===== src/rtl/axi4_lite_master.sv =====
// AXI4-Lite initiator: turns single-word local commands into one AXI4-Lite read or
// write transaction at a time and returns the slave's response as a one-cycle pulse.
//
// state   | meaning
// IDLE    | ready for a command
// WR_AW_W | address and write data offered; each channel completes independently
// WR_B    | waiting for the write response
// RD_AR   | read address offered
// RD_R    | waiting for read data
// RESP    | response presented for one cycle
module axi4_lite_master #(
   parameter  int DATA_WIDTH  = 32,
   parameter  int ADDR_WIDTH  = 32,
   localparam int WSTRB_WIDTH = DATA_WIDTH / 8
) (
   input  logic                   ACLK,
   input  logic                   ARESET,
   input  logic                   cmd_valid,
   output logic                   cmd_ready,
   input  logic                   cmd_write,
   input  logic [ADDR_WIDTH-1:0]  cmd_addr,
   input  logic [DATA_WIDTH-1:0]  cmd_wdata,
   input  logic [WSTRB_WIDTH-1:0] cmd_wstrb,
   output logic                   rsp_valid,
   output logic                   rsp_write,
   output logic [DATA_WIDTH-1:0]  rsp_rdata,
   output logic [1:0]             rsp_resp,
   output logic                   AWVALID,
   input  logic                   AWREADY,
   output logic [ADDR_WIDTH-1:0]  AWADDR,
   output logic [2:0]             AWPROT,
   output logic                   WVALID,
   input  logic                   WREADY,
   output logic [DATA_WIDTH-1:0]  WDATA,
   output logic [WSTRB_WIDTH-1:0] WSTRB,
   input  logic                   BVALID,
   output logic                   BREADY,
   input  logic [1:0]             BRESP,
   output logic                   ARVALID,
   input  logic                   ARREADY,
   output logic [ADDR_WIDTH-1:0]  ARADDR,
   output logic [2:0]             ARPROT,
   input  logic                   RVALID,
   output logic                   RREADY,
   input  logic [DATA_WIDTH-1:0]  RDATA,
   input  logic [1:0]             RRESP
);

   if (DATA_WIDTH != 32 && DATA_WIDTH != 64) begin : g_bad_width
      $fatal(1, "axi4_lite_master: DATA_WIDTH must be 32 or 64");
   end

   typedef enum logic [2:0] {
      IDLE    = 3'd0,
      WR_AW_W = 3'd1,
      WR_B    = 3'd2,
      RD_AR   = 3'd3,
      RD_R    = 3'd4,
      RESP    = 3'd5
   } state_t;

   state_t                 state;
   state_t                 state_nxt;
   logic                   aw_done;
   logic                   w_done;
   logic [ADDR_WIDTH-1:0]  addr_q;
   logic [DATA_WIDTH-1:0]  wdata_q;
   logic [WSTRB_WIDTH-1:0] wstrb_q;

   always_ff @(posedge ACLK) begin
      if (ARESET) state <= IDLE;
      else        state <= state_nxt;
   end

   always_comb begin
      state_nxt = state;
      case (state)
         IDLE:    if (cmd_valid) state_nxt = cmd_write ? WR_AW_W : RD_AR;
         // READY on an already-finished channel is harmless: its VALID is low
         WR_AW_W: if ((aw_done || AWREADY) && (w_done || WREADY)) state_nxt = WR_B;
         WR_B:    if (BVALID)  state_nxt = RESP;
         RD_AR:   if (ARREADY) state_nxt = RD_R;
         RD_R:    if (RVALID)  state_nxt = RESP;
         RESP:    state_nxt = IDLE;
         default: state_nxt = IDLE;
      endcase
   end

   always_ff @(posedge ACLK) begin
      if (ARESET) begin
         aw_done   <= 1'b0;
         w_done    <= 1'b0;
         addr_q    <= '0;
         wdata_q   <= '0;
         wstrb_q   <= '0;
         rsp_write <= 1'b0;
         rsp_rdata <= '0;
         rsp_resp  <= 2'b00;
      end else begin
         if (state == IDLE && cmd_valid) begin
            addr_q  <= cmd_addr;
            wdata_q <= cmd_wdata;
            wstrb_q <= cmd_wstrb;
            aw_done <= 1'b0;
            w_done  <= 1'b0;
         end
         if (state == WR_AW_W) begin
            if (AWREADY) aw_done <= 1'b1;
            if (WREADY)  w_done  <= 1'b1;
         end
         if (state == WR_B && BVALID) begin
            rsp_write <= 1'b1;
            rsp_rdata <= '0;
            rsp_resp  <= BRESP;
         end
         if (state == RD_R && RVALID) begin
            rsp_write <= 1'b0;
            rsp_rdata <= RDATA;
            rsp_resp  <= RRESP;
         end
      end
   end

   // gated by ARESET so the master never advertises readiness while held in reset
   assign cmd_ready = (state == IDLE) && !ARESET;
   assign rsp_valid = (state == RESP);
   assign AWVALID   = (state == WR_AW_W) && !aw_done;
   assign WVALID    = (state == WR_AW_W) && !w_done;
   assign BREADY    = (state == WR_B);
   assign ARVALID   = (state == RD_AR);
   assign RREADY    = (state == RD_R);
   assign AWADDR    = addr_q;
   assign ARADDR    = addr_q;
   assign WDATA     = wdata_q;
   assign WSTRB     = wstrb_q;
   assign AWPROT    = 3'b000;
   assign ARPROT    = 3'b000;

endmodule


===== config.mk =====
export PLATFORM = sky130hd
export DESIGN_NAME = axi4_lite_master
export DESIGN_NICKNAME = d
export VERILOG_FILES = /design/src/rtl/axi4_lite_master.sv
export SDC_FILE = /design/constraint.sdc
export NUM_CORES = 1
export LEC_CHECK = 0
export BUFFER_PORTS_ARGS = -buffer_cell sky130_fd_sc_hd__buf_2
export CAP_MARGIN = 30
export CORE_ASPECT_RATIO = 0.8
export CORE_MARGIN = 10
export CORE_UTILIZATION = 30
export DETAILED_ROUTE_END_ITERATION = 6
export PLACE_DENSITY_LB_ADDON = 0.15
export SYNTH_ARGS = -nofsm -noshare
export SYNTH_HDL_FRONTEND = slang
export SYNTH_SLANG_ARGS = --single-unit

===== constraint.sdc =====
create_clock -name ACLK -period 1.7 [get_ports ACLK]
set_input_delay 0.34 -clock ACLK [delete_from_list [all_inputs] [get_ports ACLK]]
set_output_delay 0.34 -clock ACLK [all_outputs]
set_load 0.02 [all_outputs]

==> reports/summary.txt, run 1 <==
RSZ-0062 raised after global routing -> false
Hold_ws -> 223 ps
Fin crit share -> 96.8%
Switch share -> 38.2%
Total CTS buffers -> 9
VDD IR max -> 0.668 mV
PwrDens -> 1480 mW/mm²
Gr usage total -> 13.2%
# fillers -> 1468
Number of synthesis warnings -> 0
Multi-input gate area -> 0.00168 mm²
Reg power frac -> 36.9%
Maxcap violations -> 0
Critical Path RT -> 1360 ps
Die Height -> 127 µm
FP Rows -> 39
Gate power share -> 38.8%
CTS Sinks -> 108
Main flop type after synthesis -> dfxtp_1
First-iteration detailed-routing DRC count -> 231
Library cells used by synthesis -> 33
Post-DP HPWL -> 10500 µm
Worst-path maximum fanout -> 3
Width of the die -> 154 µm
PortBufs -> 254
Switching power -> 3.33 mW
Worst r2r src -> state[2]
Async set or reset register ratio after synthesis -> 0%
Kind of critical path -> flop to primary output
Die ar. -> 0.0196 mm²
Hold Crit Class -> input port to flop
Core outline area -> 0.0142 mm²
Worst Hold End -> ARADDR[29]
Detailed Routing Iterations Pass 1 -> 4
Clock root cell -> clkbuf_16
CTS clock-pin slew for the worst setup and hold paths -> 70 ps
Crit end category -> primary output
Remaining DRCs -> 0
Routed WL -> 13800 µm
Worst reg2reg path depth -> 5
Max Fclk -> 607 MHz
Htree depth -> 3
Arr. time, crit path -> 1310 ps
Hold Vio Cnt, Final -> 0
IO Count -> 261
Max-slew violations -> 0
Reg2reg end -> rsp_resp[0]
Sequential element share of the synthesized area -> 50.1%
Leak Pwr -> 2.85 nW
Post-synth EDFFs -> 0
Cell chain of the critical path -> buf_4 -> nand2b_1 -> nor2_1 -> buf_2
Worst setup SP type -> flop
Clock Power Share -> 24.3%
Vias -> 4041
Final Wtd Congestion -> 0.792
Routed length per instance -> 15.2 µm
Hold path depth -> 3
Antenna Diode Count -> 0
Largest net degree at the start of global routing -> 52
Synth Instances -> 502
Post-DRT Antenna Nets -> 0
Vias in the first global route -> 4155
Mean Syn Cell Area -> 8.60 µm²
Fin area -> 0.00589 mm²
Skew final -> 8.35 ps
Share of layout cells above drive strength 1 -> 44.2%
Hold-fix buffers, CTS -> 0
Initial core utilization -> 30.4%
Slowest stage delay, CP -> 350 ps
Hold path start -> cmd_addr[29]
Via/cell ratio -> 4.46
Final setup fails -> 0
Post-synthesis cell area -> 0.00432 mm²
R2r setup slk -> 170 ps
Shortest period the worst path allows -> 1650 ps
Storage element area -> 0.00217 mm²
CTS tree -> done
Initial antenna violation count -> 0
Nets -> 831
Overflow after GRT -> 0
Critical path's slowest cell -> dfxtp_4
DP Area -> 0.00550 mm²
CTS Buffer Depth -> 2
First-pass GRT wire length -> 21500 µm
Yosys reg bits -> 108
Clk Latency, worst-skew pair -> 350 ps
Area growth syn-to-layout -> 36.4%
Status -> completed
Internal power -> 5.39 mW
==> cell type report <==
| cell class | count | area share (%) |
|---|---|---|
| flip-flops and latches | 108 | 36.9 |
| multi-input cells | 323 | 28.5 |
| repair buffers | 274 | 25.5 |
| clock buffers | 10 | 4.06 |
| well taps | 184 | 3.91 |
| clock inverters | 5 | 1.04 |
| inverters | 2 | 0.127 |
==> power groups by stage <==
stage | combinational [mW] | sequential, mW | clock, mW
after floorplan | 1.94 | 3.69 | 0
after global placement | 3.25 | 3.26 | 0
after detailed placement | 3.27 | 3.28 | 0
after CTS | 3.34 | 3.22 | 2.21
after global routing | 3.71 | 3.27 | 2.31
final | 3.38 | 3.22 | 2.11
==> cell families (layout without fill, tap and decap cells) <==
group / after synthesis / after routing / share of synthesized area, %
mux: 6 / 6 / 1.45
flops: 108 / 108 / 50.1
buf+inv: 76 / 291 / 12.1
other cells: 1 / 6 / 0.0869
compound gates: 110 / 110 / 16.5
simple gates: 201 / 201 / 19.8
==> layer usage <==
layer / global-route usage (%) / vias to the layer above / wire length, µm / share of wire, %
met4: 4.88 / 0 / 263 / 1.9
met5: 0 / - / 0 / 0
met3: 5.50 / 19 / 1170 / 8.5
li1: - / 2036 / - / -
met1: 13.7 / 1843 / 5380 / 39
met2: 23.3 / 143 / 6960 / 51
==> through the flow <==
stage	worst slack [ps]	setup TNS, ps	std cells	power (mW)	utilization, %
final	53.8	0	906	8.71	41.5
after global routing	5.63	0	906	9.28	41.5
after CTS	-16.5	-16.5	903	8.77	41.1
after detailed placement	121	0	886	6.55	38.8
after global placement	149	0	886	6.51	38.8
after floorplan	138	0	507	5.63	-
==> what timing repair did <==
action,in CTS,in global routing
buffers inserted,2,3
resized for setup,8,9
pin swaps,0,1
setup endpoints to repair,7,3
==> flip-flops by register name, indices dropped and copies added, names as in the netlist <==
register,count
rsp_write,1
WSTRB,4
WDATA,32
ARADDR,32
aw_done,1
state,3
rsp_resp,2
w_done,1
rsp_rdata,32
==> Yosys cell counts, types with 2 or more instances <==
master | count | area, µm²
nand2_1 | 140 | 526
dfxtp_1 | 108 | 2160
a21oi_1 | 70 | 350
nor2_1 | 42 | 158
buf_4 | 39 | 293
a22oi_1 | 25 | 188
clkbuf_1 | 17 | 63.8
buf_6 | 11 | 124
a22oi_2 | 9 | 113
buf_2 | 7 | 35.0
mux2i_1 | 4 | 40.0
nand2b_1 | 3 | 18.8
nor2_2 | 3 | 18.8
inv_1 | 2 | 7.51
mux2_1 | 2 | 22.5
nor3_1 | 2 | 10.0
nor3b_1 | 2 | 15.0
==> worst max path at each step <==
| stage | end | from | cells after the start |
|---|---|---|---|
| after floorplan | cmd_ready | state[2] | 2 |
| after global placement | rsp_resp[1] | state[2] | 5 |
| after detailed placement | rsp_resp[1] | state[2] | 5 |
| after CTS | AWVALID | state[1] | 5 |
| after global routing | BREADY | state[2] | 4 |
| final | BREADY | state[2] | 4 |
==> placed cells by master, fill, tap and decap left out, types with 4 or more instances in the layout <==
master,instances
buf_12,5
nor2_1,39
mux2i_1,4
buf_4,17
a22oi_2,9
buf_2,250
dfxtp_1,105
conb_1,6
nand2_1,138
a21oi_1,70
clkbuf_16,9
nor2_2,5
a22oi_1,25
==> critical path, delay by kind of cell, from the launching register on <==
family                 cells  cell delay (ps)
and+or+nand+nor            2              290
buffers and inverters      2              320
DFF                        1              350
Power figures use the tool's default switching activity.
==> run 2: changes to the inputs <==
--- a/config.mk
+++ b/config.mk
@@ -5,6 +5,7 @@
 export SDC_FILE = /design/constraint.sdc
 export NUM_CORES = 1
 export LEC_CHECK = 0
+export ABC_AREA = 1
 export BUFFER_PORTS_ARGS = -buffer_cell sky130_fd_sc_hd__buf_2
 export CAP_MARGIN = 30
 export CORE_ASPECT_RATIO = 0.8
==> reports/summary.txt, run 2 <==
Kind of critical path -> flop to primary output (unchanged)
VDD IR max -> 0.655 mV (was 0.668 mV)
Storage element area -> 0.00217 mm² (about the same)
CTS clock-pin slew for the worst setup and hold paths -> 70 ps (about the same)
Hold Crit Class -> input port to flop (unchanged)
Final design utilization -> 40.3% (was 41.5%)
Initial antenna violation count -> 1 (was 0)
PortBufs -> 254 (unchanged)
Maxcap violations -> 0 (unchanged)
Width of the die -> 162 µm (was 154 µm)
Crit. Startpoint -> state[1] (was state[2])
# fillers -> 1696 (was 1468)
Fin crit share -> 93.9% (was 96.8%)
Leak Pwr -> 2.98 nW (was 2.85 nW)
Via/cell ratio -> 4.44 (was 4.46)
Hold Vio Cnt, Final -> 0 (unchanged)
Final setup fails -> 0 (unchanged)
Main flop type after synthesis -> dfxtp_1 (unchanged)
Total CTS buffers -> 9 (unchanged)
Core outline area -> 0.0158 mm² (was 0.0142 mm²)
Gr usage total -> 13.9% (was 13.2%)
Remaining DRCs -> 0 (unchanged)
Htree depth -> 3 (unchanged)
Post-synthesis mux area share -> 0% (was 1.45%)
Clock root cell -> clkbuf_16 (unchanged)
Critical Path End -> AWVALID (was BREADY)
RSZ-0062 raised after global routing -> false (unchanged)
Initial core utilization -> 30.6% (was 30.4%)
Number of synthesis warnings -> 0 (unchanged)
Shortest period the worst path allows -> 1600 ps (was 1650 ps)
Largest family of logic cells by synthesized area -> simple AND/OR/NAND/NOR gates (unchanged)
CTS tree -> done (unchanged)
Most frequent cells in the layout -> buf_2, nand2_1, dfxtp_1 (unchanged)
Reg2reg end -> rsp_rdata[31] (was rsp_resp[0])
Skew final -> 5.35 ps (was 8.35 ps)
Die Height -> 134 µm (was 127 µm)
Synth Area in Simple Gates -> 29.2% (was 19.8%)
Status -> completed (unchanged)
Post-synth EDFFs -> 0 (unchanged)
Arr. time, crit path -> 1260 ps (was 1310 ps)
FP Rows -> 41 (was 39)
Detailed Routing Iterations Pass 1 -> 5 (was 4)
Post-DRT Antenna Nets -> 0 (unchanged)
Compound-Gate Fraction of Synth Area -> 13.4% (was 16.5%)
Final Wtd Congestion -> 0.791 (was 0.792)
Worst reg2reg path depth -> 9 (was 5)
Yosys reg bits -> 108 (unchanged)
List of most frequent post-synthesis cells -> nand2_1, dfxtp_1, a21oi_1 (unchanged)
Area growth syn-to-layout -> 31.9% (was 36.4%)
R2r setup slk -> 290 ps (was 170 ps)
Mean Syn Cell Area -> 8.39 µm² (was 8.60 µm²)
Crit end category -> primary output (unchanged)
Routed length per instance -> 15.7 µm (was 15.2 µm)
Adder-cell share of the synthesized area -> 0% (unchanged)
Hold_ws -> 243 ps (was 223 ps)
CTS Buffer Depth -> 2 (unchanged)
Routed WL -> 15700 µm (was 13800 µm)
Max Fclk -> 626 MHz (was 607 MHz)
Top-count cell post-synth -> nand2_1 (unchanged)
Overflow after GRT -> 0 (unchanged)
Share of layout cells above drive strength 1 -> 47.9% (was 44.2%)
CTS Sinks -> 108 (unchanged)
First-iteration detailed-routing DRC count -> 266 (was 231)
Post-DP HPWL -> 12100 µm (was 10500 µm)
Post-synthesis cell area -> 0.00483 mm² (was 0.00432 mm²)
Worst setup SP type -> flop (unchanged)
Die ar. -> 0.0216 mm² (was 0.0196 mm²)
Clk Latency, worst-skew pair -> 340 ps (was 350 ps)
Worst-path maximum fanout -> 8 (was 3)
Largest cells by area after synthesis -> dfxtp_1, nand2_1, a21oi_1 (unchanged)
Worst r2r src -> state[1] (was state[2])
Synth area leader -> dfxtp_1 (unchanged)
Vias in the first global route -> 4627 (was 4155)
Setup TNS -> 0 ps (unchanged)
Most common cell after layout, fill and taps aside -> buf_2 (unchanged)
Async set or reset register ratio after synthesis -> 0% (unchanged)
Post-Synth XOR/XNOR Area -> 0% (unchanged)
Max-slew violations -> 0 (unchanged)
Critical Path RT -> 1360 ps (about the same)
Multi-input gate area -> 0.00210 mm² (was 0.00168 mm²)
Vias -> 4446 (was 4041)
Nets -> 894 (was 831)
Sequential element share of the synthesized area -> 44.7% (was 50.1%)
PwrDens -> 1550 mW/mm² (was 1480 mW/mm²)
IO Count -> 261 (unchanged)
Top cell type's share of synthesized area -> 44.7% (was 50.1%)
Library cells used by synthesis -> 25 (was 33)
Synth Instances -> 576 (was 502)
Largest net degree at the start of global routing -> 64 (was 52)
First-pass GRT wire length -> 24500 µm (was 21500 µm)
-- run 2: logic make-up (layout without fill, tap and decap cells) --
kind of cell | Yosys count | after routing
AND/OR/NAND/NOR | 266 | 266
flip-flops | 108 | 108
AO/OA/AOI/OAI | 107 | 107
buffers and inverters | 94 | 298
other | 1 | 7
-- run 2: worst max-delay path, stage by stage (launching register included) --
cell and delay (ps):
dfxtp_2 380, nor2_4 160, nand2_2 100, nor2_1 100
buf_2 180
-- run 2: repair_timing --
item                       in CTS  in global routing
cloned                          0                  0
setup endpoints to repair       3                  2
buffers inserted                0                  0
hold buffers                    0                  0
resized for setup               5                  4
pin swaps                       1                  0
-- run 2: layout make-up --
| cell class | instances | area share (%) |
|---|---|---|
| Antenna cell | 1 | 0.0393 |
| Multi-Input combinational cell | 379 | 33.0 |
| Tap cell | 215 | 4.22 |
| Sequential cell | 108 | 34.0 |
| Clock buffer | 11 | 3.96 |
| Inverter | 15 | 1.04 |
| Clock inverter | 4 | 0.765 |
| Timing Repair Buffer | 268 | 23.0 |
-- run 2: layer usage --
layer / vias up / share of wire [%] / GRT usage (%)
li1: 2240 / - / -
met1: 2038 / 40 / 15.0
met2: 152 / 48 / 23.3
met3: 16 / 10 / 6.93
met4: 0 / 1.6 / 4.34
met5: - / 0 / 0
-- run 2: power breakdown --
group	internal, mW	switching, mW	leakage [nW]	total [mW]
sequential	2.98	0.369	0.881	3.35
clock	1.21	0.927	0.151	2.14
combinational	1.47	2.92	1.95	4.39
-- run 2: worst min path at each step --
stage,cells past startpoint,startpoint,to,slack (ps)
3_5_place_dp,2,WDATA[9],WDATA[9],450
4_1_cts,3,RDATA[1],rsp_rdata[1],220
6_report,3,RDATA[1],rsp_rdata[1],240
2_1_floorplan,2,w_done,w_done,460
3_3_place_gp,2,WSTRB[2],WSTRB[2],450
5_1_grt,3,RDATA[21],rsp_rdata[21],220
-- run 2: stage by stage --
stage / instances / cell area, µm² / setup slack [ps] / total power [mW]
final: 1001 / 6370 / 103 / 9.88
after global routing: 1001 / 6370 / 18.0 / 10.6
after CTS: 1000 / 6360 / 12.1 / 10.0
after detailed placement: 985 / 6050 / 198 / 7.80
after global placement: 985 / 6050 / 261 / 7.75
after floorplan: 581 / 4850 / 287 / 6.75
==> run 3: changes to the inputs <==
--- a/config.mk
+++ b/config.mk
@@ -10,7 +10,7 @@
 export CAP_MARGIN = 30
 export CORE_ASPECT_RATIO = 0.8
 export CORE_MARGIN = 10
-export CORE_UTILIZATION = 30
+export CORE_UTILIZATION = 45
 export DETAILED_ROUTE_END_ITERATION = 6
 export PLACE_DENSITY_LB_ADDON = 0.15
 export SYNTH_ARGS = -nofsm -noshare
==> reports/summary.txt, run 3 (same netlist as run 2, synthesis figures left out) <==
Top layer used by detailed routing -> met4 (unchanged)
Initial antenna violation count -> 1 (unchanged)
Crit. Startpoint -> state[1] (unchanged)
Clock root cell -> clkbuf_16 (unchanged)
Fin area -> 0.00621 mm² (was 0.00637 mm²)
Clock Power Share -> 20.4% (was 21.7%)
Gr usage total -> 18.1% (was 13.9%)
Initial core utilization -> 46.6% (was 30.6%)
Reg power frac -> 34.7% (was 33.9%)
Fin crit share -> 93.0% (was 93.9%)
Maxcap violations -> 0 (unchanged)
Post-DRT Antenna Nets -> 0 (unchanged)
Hold path start -> RDATA[0] (was RDATA[1])
Max-slew violations -> 0 (unchanged)
Cell chain of the critical path -> nor2_2 -> nand2_2 -> inv_2 -> buf_2 (was nor2_4 -> nand2_2 -> nor2_1 -> buf_2)
Detailed Routing Iterations Pass 1 -> 4 (was 5)
Post-DP HPWL -> 11600 µm (was 12100 µm)
Shortest period the worst path allows -> 1580 ps (was 1600 ps)
First-iteration detailed-routing DRC count -> 187 (was 266)
Routed length per instance -> 16.1 µm (was 15.7 µm)
Switching power -> 4.16 mW (was 4.21 mW)
Detail Route met2 WL -> 7220 µm (was 7590 µm)
PwrDens -> 1550 mW/mm² (about the same)
Clk Latency, worst-skew pair -> 340 ps (about the same)
Critical Path RT -> 1360 ps (about the same)
Largest net degree at the start of global routing -> 60 (was 64)
Vias -> 4476 (was 4446)
Crit end category -> primary output (unchanged)
Worst-path maximum fanout -> 8 (unchanged)
CTS Buffer Depth -> 2 (unchanged)
Nets -> 893 (was 894)
Htree depth -> 3 (unchanged)
# fillers -> 952 (was 1696)
Hold path depth -> 3 (unchanged)
CTS tree -> done (unchanged)
CTS clock-pin slew for the worst setup and hold paths -> 70 ps (about the same)
Final Wtd Congestion -> 0.844 (was 0.791)
Setup TNS -> 0 ps (unchanged)
Status -> completed (unchanged)
Skew final -> 3.87 ps (was 5.35 ps)
M1 wire length -> 5730 µm (was 6190 µm)
Routed WL -> 14800 µm (was 15700 µm)
Antenna Diode Count -> 0 (was 1)
Critical path's slowest cell -> dfxtp_2 (unchanged)
IO Count -> 261 (unchanged)
Worst r2r src -> state[1] (unchanged)
DP Area -> 0.00592 mm² (was 0.00605 mm²)
Postcts setup bufs -> 0 (unchanged)
PortBufs -> 254 (unchanged)
VDD IR max -> 0.807 mV (was 0.655 mV)
Worst setup SP type -> flop (unchanged)
Internal power -> 5.48 mW (was 5.66 mW)
Reg2reg end -> rsp_rdata[5] (was rsp_rdata[31])
Share of layout cells above drive strength 1 -> 47.4% (was 47.9%)
Max Fclk -> 633 MHz (was 626 MHz)
Leak Pwr -> 2.95 nW (was 2.98 nW)
RSZ-0062 raised after global routing -> false (unchanged)
Hold Vio Cnt, Final -> 0 (unchanged)
Area growth syn-to-layout -> 28.6% (was 31.9%)
Slowest stage delay, CP -> 370 ps (was 380 ps)
Overflow after GRT -> 0 (unchanged)
Die ar. -> 0.0153 mm² (was 0.0216 mm²)
Width of the die -> 136 µm (was 162 µm)
Arr. time, crit path -> 1240 ps (was 1260 ps)
Total CTS buffers -> 9 (unchanged)
Vias in the first global route -> 4439 (was 4627)
Hold Crit Class -> input port to flop (unchanged)
First-pass GRT wire length -> 22800 µm (was 24500 µm)
CTS Sinks -> 108 (unchanged)
Most frequent cells in the layout -> buf_2, nand2_1, dfxtp_1 (unchanged)
Switch share -> 43.1% (was 42.6%)
Worst Hold End -> rsp_rdata[0] (was rsp_rdata[1])
Final setup fails -> 0 (unchanged)
Remaining DRCs -> 0 (unchanged)
DR WL met3 -> 1660 µm (was 1640 µm)
Worst reg2reg path depth -> 9 (unchanged)
Core outline area -> 0.0104 mm² (was 0.0158 mm²)
Gate power share -> 44.9% (was 44.4%)
R2r setup slk -> 260 ps (was 290 ps)
Most common cell after layout, fill and taps aside -> buf_2 (unchanged)
FP Rows -> 33 (was 41)
Kind of critical path -> flop to primary output (unchanged)
Die Height -> 113 µm (was 134 µm)
Via/cell ratio -> 4.84 (was 4.44)
run 3: cell count changes in the layout (fill, tap and decap cells not counted), sizes merged:
cell / before / now
buf: 268 / 267
bufinv: 1 / 0
clkbuf: 11 / 13
clkinv: 3 / 2
clkinvlp: 0 / 1
diode: 1 / 0
run 3: cell type report:
class | count | area [µm²] | area share [%]
sequential | 108 | 2170 | 34.9
tap | 140 | 175 | 2.82
timing repair buffer | 267 | 1430 | 23.1
inverter | 15 | 66.3 | 1.07
clock inverter | 3 | 21.3 | 0.342
clock buffer | 13 | 260 | 4.19
multi-input combinational | 379 | 2090 | 33.6
run 3: power by group through the flow:
| stage | sequential [mW] | clock, mW | combinational, mW |
|---|---|---|---|
| final | 3.34 | 1.96 | 4.33 |
| after global routing | 3.40 | 2.14 | 4.72 |
| after CTS | 3.32 | 2.04 | 4.36 |
| after detailed placement | 3.37 | 0 | 4.36 |
| after global placement | 3.35 | 0 | 4.27 |
| after floorplan | 3.79 | 0 | 2.96 |
run 3: layer usage:
layer  GRT usage, %  vias up
li1               -     2234
met1           19.5     2053
met2           31.1      167
met3           8.53       22
met4           4.96        0
met5              0        -
run 3: how the worst max path moves through the flow:
| stage | to | slack [ps] | cells past startpoint |
|---|---|---|---|
| floorplan | rsp_rdata[11] | 290 | 9 |
| global placement | rsp_rdata[6] | 260 | 9 |
| detailed placement | rsp_rdata[5] | 190 | 9 |
| CTS | WVALID | 10 | 4 |
| global route | cmd_ready | 20 | 4 |
| finish | RREADY | 120 | 4 |
run 3: repair_timing:
item                                    in CTS  in global routing
hold endpoints to repair                     0                  0
pin swaps                                    1                  1
hold buffers                                 0                  0
resized for setup                            1                  4
endpoints found under the setup margin       2                  3
run 3: per-stage QoR:
| stage | util [%] | power (mW) | hold slack, ps | setup slack (ps) | std cells |
|---|---|---|---|---|---|
| after floorplan | - | 6.75 | 464 | 287 | 581 |
| after global routing | 60.0 | 10.3 | 249 | 23.6 | 925 |
| after CTS | 59.9 | 9.72 | 239 | 10.9 | 925 |
| after global placement | 57.1 | 7.62 | 445 | 258 | 909 |
| after detailed placement | 57.1 | 7.73 | 450 | 189 | 909 |
| final | 60.0 | 9.63 | 249 | 119 | 925 |
run 3: critical path: cells and delay by family (launching register included):
family,cells,cell delay (ps)
flip-flops,1,370
buffers and inverters,2,280
AND/OR/NAND/NOR,2,250
